### src/rtl/des_sbox_sequencer.sv
// Time-multiplexes one registered DES S-box port across the eight 6-bit chunks
// of a 48-bit round value and assembles the 32-bit substitution result.
module des_sbox_sequencer #(
    parameter int LATENCY = 1
) (
    input  logic        clk,
    input  logic        rst,
    input  logic        in_valid,
    output logic        in_ready,
    input  logic [47:0] in_data,
    output logic        sbox_req,
    output logic [2:0]  sbox_sel,
    output logic [5:0]  sbox_addr,
    input  logic [3:0]  sbox_rdata,
    output logic        out_valid,
    input  logic        out_ready,
    output logic [31:0] out_data,
    output logic        busy,
    output logic [1:0]  dbg_state
);

    // Handshakes: a transfer happens on a rising edge where valid and ready are
    // both high; valid/data hold until then, and ready never waits on valid.
    typedef enum logic [1:0] {
        S_IDLE  = 2'd0,
        S_ISSUE = 2'd1,
        S_DRAIN = 2'd2,
        S_DONE  = 2'd3
    } state_t;

    state_t             r_state;
    state_t             w_next;
    logic [2:0]         r_cnt;
    logic [47:0]        r_data;
    logic [31:0]        r_out;
    logic [LATENCY-1:0] r_tag_v;
    logic [2:0]         r_tag_sel [LATENCY];

    logic               w_accept;
    logic               w_req;
    logic               w_tag_hit;
    logic [2:0]         w_tag_sel;
    logic [4:0]         w_lsb;
    logic [5:0]         w_chunk;

    assign w_accept  = (r_state == S_IDLE) && in_valid;
    assign w_req     = (r_state == S_ISSUE);
    assign w_tag_hit = r_tag_v[LATENCY-1];
    assign w_tag_sel = r_tag_sel[LATENCY-1];
    // S-box sel lands in nibble 7-sel; ~sel equals 7-sel for a 3-bit index.
    assign w_lsb     = {~w_tag_sel, 2'b00};

    always_comb begin
        w_next = r_state;
        case (r_state)
            S_IDLE:  if (in_valid) w_next = S_ISSUE;
            S_ISSUE: if (r_cnt == 3'd7) w_next = S_DRAIN;
            S_DRAIN: if (w_tag_hit && (w_tag_sel == 3'd7)) w_next = S_DONE;
            S_DONE:  if (out_ready) w_next = S_IDLE;
            default: w_next = S_IDLE;
        endcase
    end

    always_comb begin
        w_chunk = 6'd0;
        for (int k = 0; k < 8; k++) begin
            if (r_cnt == 3'(k)) w_chunk = r_data[47-6*k -: 6];
        end
    end

    always_ff @(posedge clk) begin
        if (rst) begin
            r_state <= S_IDLE;
            r_cnt   <= 3'd0;
            r_data  <= 48'd0;
            r_out   <= 32'd0;
            r_tag_v <= '0;
            for (int i = 0; i < LATENCY; i++) r_tag_sel[i] <= 3'd0;
        end else begin
            r_state <= w_next;
            if (w_accept) begin
                r_data <= in_data;
                r_out  <= 32'd0;
                r_cnt  <= 3'd0;
            end else if (w_req) begin
                r_cnt <= r_cnt + 3'd1;
            end
            if (w_tag_hit) r_out[w_lsb +: 4] <= sbox_rdata;
            // Tag pipeline mirrors the S-box latency so each return finds its slot.
            r_tag_v[0]   <= w_req;
            r_tag_sel[0] <= r_cnt;
            for (int i = 1; i < LATENCY; i++) begin
                r_tag_v[i]   <= r_tag_v[i-1];
                r_tag_sel[i] <= r_tag_sel[i-1];
            end
        end
    end

    assign in_ready  = (r_state == S_IDLE);
    assign busy      = (r_state != S_IDLE);
    assign out_valid = (r_state == S_DONE);
    assign out_data  = r_out;
    assign sbox_req  = w_req;
    assign sbox_sel  = w_req ? r_cnt : 3'd0;
    assign sbox_addr = w_req ? w_chunk : 6'd0;
    assign dbg_state = r_state;

endmodule

### config.mk
export PLATFORM = sky130hd
export DESIGN_NAME = des_sbox_sequencer
export DESIGN_NICKNAME = d
export VERILOG_FILES = /design/src/rtl/des_sbox_sequencer.sv
export SDC_FILE = /design/constraint.sdc
export NUM_CORES = 1
export LEC_CHECK = 0
export CORE_UTILIZATION = 46
export CTS_CLUSTER_SIZE = 16
export DETAILED_ROUTE_END_ITERATION = 8
export PLACE_DENSITY_LB_ADDON = 0.15
export RECOVER_POWER = 25
export SYNTH_ARGS = -nofsm -noshare
export SYNTH_HDL_FRONTEND = slang
export SYNTH_SLANG_ARGS = --single-unit
### constraint.sdc
create_clock -name clk -period 2 [get_ports clk]
set_input_delay 0.3 -clock clk [delete_from_list [all_inputs] [get_ports clk]]
set_output_delay 0.3 -clock clk [all_outputs]
set_load 0.05 [all_outputs]
After elaboration in Yosys (flattened, before gate mapping)
Memory sizes are Yosys's and may differ from the RTL's.
Cells that the tools add are included.

word-level totals
  memories = 1
  register bits = 86
  input bits = 56
  RAM bits = 3
  output and inout port bits = 47
  logic and storage cells = 58

memories
  name       depth  width  rd ports  clocked after memory_dff  write ports  line  RTL
  r_tag_sel  1      3      1         0                         1            37    logic [2:0] r_tag_sel [LATENCY];

cells by class
  shift-type cells = 2
  equality and inequality tests = 15
  add/sub/neg operators = 2
  bitwise operators = 1
  reduce and logical (&&, ||, !) cells = 8
  multiplexer cells = 24

operators by type and width
  operator                                                                count
  32-bit 2-to-1 mux                                                       3
  6-bit 2-to-1 mux                                                        9
  32-bit bitwise mux                                                      1
  4-bit by 7-bit variable shift with 32-bit output, first input constant  1
  4-bit by 7-bit variable part select with 32-bit output                  1
  3-bit == test, second input constant                                    5
  2-bit 2-to-1 mux                                                        4
  2-bit one-hot mux with 4 select lines                                   1
  5-bit negation with 7-bit output                                        1
  3-bit by 2-bit == test with 1-bit output, second input constant         2
  3-bit 2-to-1 mux                                                        2
  2-bit == test, second input constant                                    2
  1-bit 2-to-1 mux                                                        4
  2-bit by 1-bit != test with 1-bit output, second input constant         2
  2-bit != test, second input constant                                    2
  4-bit AND reduction                                                     1
  3-bit by 1-bit adder with 3-bit output, second input constant           1
  3-bit by 1-bit == test with 1-bit output, second input constant         1
  3-bit zero test                                                         1
  3-bit NOT                                                               1
  3-bit OR reduction                                                      1
  2-bit by 1-bit == test with 1-bit output, second input constant         1
  1-bit logical AND                                                       2
  2-bit zero test                                                         1
  2 further kinds                                                         2

Longest topological paths before layout
  depth in word-level cells = 10
  gate-level depth with buffers = 7
  gate-level depth less buffers = 5

Worst setup path before layout
No wires, ideal clock.

  path kind = register to output
  from = register r_state[0] (netlist: dbg_state[0])
  to = output sbox_addr[0]
  path slack = -1223 ps
  stages on the path, launching flop included = 5
  data required time = 1700 ps
  data arrival time = 2923 ps
  path buffers = 1
  cell sequence = dfxtp_1 ha_1 clkbuf_1 o21ai_0 a311oi_1

on the way
  cells in the longest elaborated chain, start to end = 2

ends and longest elaborated chain
  item                                      line  RTL
  start, declared                           31    state_t r_state;
  start signal, assigned                    80    r_state <= w_next;
  2-bit by 1-bit == test with 1-bit output  47    assign w_req = (r_state == S_ISSUE);
  named net sbox_req                        11    output logic sbox_req,
  6-bit 2-to-1 mux                          105   assign sbox_addr = w_req ? w_chunk : 6'd0;
  end, declared                             13    output logic [5:0] sbox_addr,

The timed path passes the listed nets, and every way through them passes these cells.

Final worst setup path
  from = register r_cnt[1]
  to = output sbox_addr[3]

on the way
  cells in the longest elaborated chain, start to end = 10
  elaborated cells between the ends (all ways) = 17
  those cells by class = eq/ne: 7; mux: 9; reduce/logical: 1

ends and longest elaborated chain
  item                            line  RTL
  start, declared                 33    logic [2:0] r_cnt;
  start signal, assigned          86    r_cnt <= r_cnt + 3'd1;
  3-bit zero test                 67    if (r_cnt == 3'(k)) w_chunk = r_data[47-6*k -: 6];
  6-bit 2-to-1 mux (7 in series)  67
  6-bit 2-to-1 mux (*)            67
  6-bit 2-to-1 mux (*)            105

Every way passes the cells marked *; elsewhere a longest branch is shown, timed or not.

==> qor.txt <==
post-synth top area share -> 43.1%
Worst-Margin Slew -> 1.33 ns
dominant cell type by area after synthesis -> dfxtp_1
Vias/cell -> 5.70
RSZ-0062 raised after global routing -> true
# setup viols final -> 6
Die Span Y -> 96.8 um
leakage power -> 0.00202 uW
Switching Share -> 37.8%
Syn Area/Cell -> 8.07 um2
P_int -> 3690 uW
Max Cap Viol -> 0
clock share of power -> 22.9%
worst r2r src -> dbg_state[0]$_SDFFE_PP0P_
diodes inserted -> 0
worst hold path class -> flop to flop
DR pass1 iterations -> 4
Routed Antenna Nets -> 0
CTS Sinks -> 89
post-synthesis sequential area ratio -> 43.1%
violated checks -> negative setup slack
core area -> 0.00872 mm2
worst slack at placement -> -0.238 ns
most common library cell in the layout ignoring fill and taps -> nand2_1
clock tree buffer depth -> 2
combinational share of power -> 40.3%
Syn. warnings -> 0
Mapped Area -> 0.00413 mm2
fin util -> 67.0%
initial antenna violation count -> 0
Ports -> 103
critical path fanouts, max -> 6
most frequent cells in the layout -> nand2_1, clkdlybuf4s50_1, a21oi_1, dfxtp_1, buf_4
Tcrit/Tclk final -> 123%
worst skew pair latency -> 0.35 ns
fillers -> 716
share of cells above drive strength 1 -> 13.4%
# DRC -> 0
standard-cell row count -> 34
Vias -> 4,095
min-delay src -> r_data[22]$_SDFFE_PP0P_
slew margin rel. -> 11.1%
final wirelength -> 11.2 mm
CP endpoint kind -> output pin
routed wire length per instance -> 15.5 um
Post-Route Skew -> 0.00977 ns
Port Buffer Count -> 102
placed wire-length estimate -> 7.90 mm
synthesized instance count -> 512
worst reg2reg path depth -> 5
CTS clk-pin slew, worst paths -> 0.09 ns
die area -> 0.00936 mm2
crit path launch type -> flop
largest net degree at the start of global routing -> 56
chip width -> 96.8 um
Seq pwr share -> 36.9%
grt ovf -> 0
cell area power density -> 1020 mW/mm2
initial DRC count -> 186
Synthesized Nets -> 580
peak supply drop -> 0.000849 V
root buf cell -> clkbuf_8
hold path cells -> 2
Critical path origin -> r_cnt[1]$_SDFFE_PP0P_
# hold bufs at CTS -> 0
vias in the first global route -> 3,708
gp weighted congestion -> 0.840
Netlist cell types -> 42
first-pass GRT wire length -> 18.8 mm
initial core utilization -> 47.4%
fmax -> 407 MHz
Worst EP arrival -> 2.16 ns
kind of critical path -> flop to output pin
Num CTS Buffers -> 9
Net count, final -> 674
Area growth, synth to finish -> 41.5%
CTS tree -> yes
Yosys reg bits -> 89
min cycle time layout -> 2.46 ns
CTS HTree Levels -> 3
Crit path required time -> 1.70 ns
switching pwr -> 2250 uW
Slew Viols, Final -> 0
Synth area leaders -> dfxtp_1, a21oi_1, nand2_1, clkbuf_1, ha_1
Total GRT Usage -> 24.5%
outcome -> complete, but fails checks
final hold vios -> 0
PnR worst setup slack -> -0.458 ns
state kept, by name, indices dropped and copies added, names as in the netlist:
name and flops:
out_data 32, r_tag_v 1, r_data 48, dbg_state 2
r_cnt 3, r_tag_sel 3
timing repair:
item	in CTS	in global routing
endpoints found under the setup margin	6	8
setup buffers	1	1
gates resized for setup	12	7
cloned	1	0
pin swaps	5	5
area by class of cell:
type                       instances  area (um2)  area share [%]
clock buffer                      12         145            2.48
multi-input combinational        359        2310            39.5
inverter                          15        58.8            1.01
clock inverter                     4        76.3            1.31
sequential                        89        1790            30.6
timing repair buffer             132        1330            22.8
tap                              108         135            2.31
logic make-up after synthesis:
group,Yosys count,synth area share (%)
AND/OR/NAND/NOR,190,22.7
buffers and inverters,64,6.03
AO/OA/AOI/OAI,154,23.8
XOR/XNOR,1,0.212
flip-flops,89,43.1
adder cells (fa/ha/maj),12,3.63
multiplexers,2,0.485
critical path, cell delays in order (launching register included):
cell and delay, ns:
dfxtp_4 0.38, ha_4 0.17, ha_4 0.15, or2_4 0.25, a221o_1 0.31, a311oi_4 0.36, buf_12 0.18
path summary, 6_finish.rpt:
kind	to	slack, ns
worst max-delay path	sbox_addr[3]	-0.46
worst min-delay path	r_data[22]$_SDFFE_PP0P_	0.46
worst max register to register	dbg_state[0]$_SDFFE_PP0P_	0.09
worst min register to register	r_data[22]$_SDFFE_PP0P_	0.46
cells in the mapped netlist:
master,number
or4_1,3
a211oi_1,1
nand3_1,18
clkbuf_1,40
nor2b_1,12
buf_1,2
and2_0,1
nand4bb_1,1
inv_1,15
nand4_1,13
or3b_1,1
nor3b_2,2
mux2i_1,2
or2_1,1
nor3b_1,6
xnor2_1,1
nor3_1,2
nand2b_1,4
nor4bb_1,1
a22oi_1,6
o21a_1,1
buf_2,7
a2111oi_0,1
nand3b_1,7
and2_1,4
a21oi_1,86
nor4_1,1
dfxtp_1,89
nand2_1,104
and3b_1,1
and4_1,1
a21boi_0,2
o21ai_0,6
or3b_2,1
o311a_1,6
ha_1,12
a21bo_2,1
a221o_1,6
o311ai_0,12
o211ai_1,20
a311oi_1,6
nor2_1,6
stage by stage:
step | instance area (um2) | total power, uW | TNS, ns | hold WS, ns | cells
after floorplan | 4290 | 3790 | -1.19 | 0.433 | 512
after global placement | 5570 | 4540 | -1.21 | 0.445 | 700
after detailed placement | 5570 | 4580 | -1.40 | 0.449 | 700
after CTS | 5850 | 5990 | -2.67 | 0.452 | 718
after global routing | 5850 | 6280 | -4.46 | 0.486 | 719
final | 5850 | 5940 | -2.53 | 0.461 | 719
power groups by stage:
stage	clock network [uW]	registers (uW)	logic (uW)
floorplan	0	2250	1540
global placement	0	2210	2330
detailed placement	0	2220	2360
CTS	1380	2180	2430
global route	1460	2210	2610
finish	1360	2190	2390
metal layers:
metal  vias up  GRT usage (%)  share of wire [%]
li1       2013              -                  -
met4         0           7.23                1.1
met2       139           36.1                 45
met5         -              0                  0
met1      1931           36.8                 48
met3        12           3.76                5.7
No activity file was read; power rests on OpenSTA's default activity.
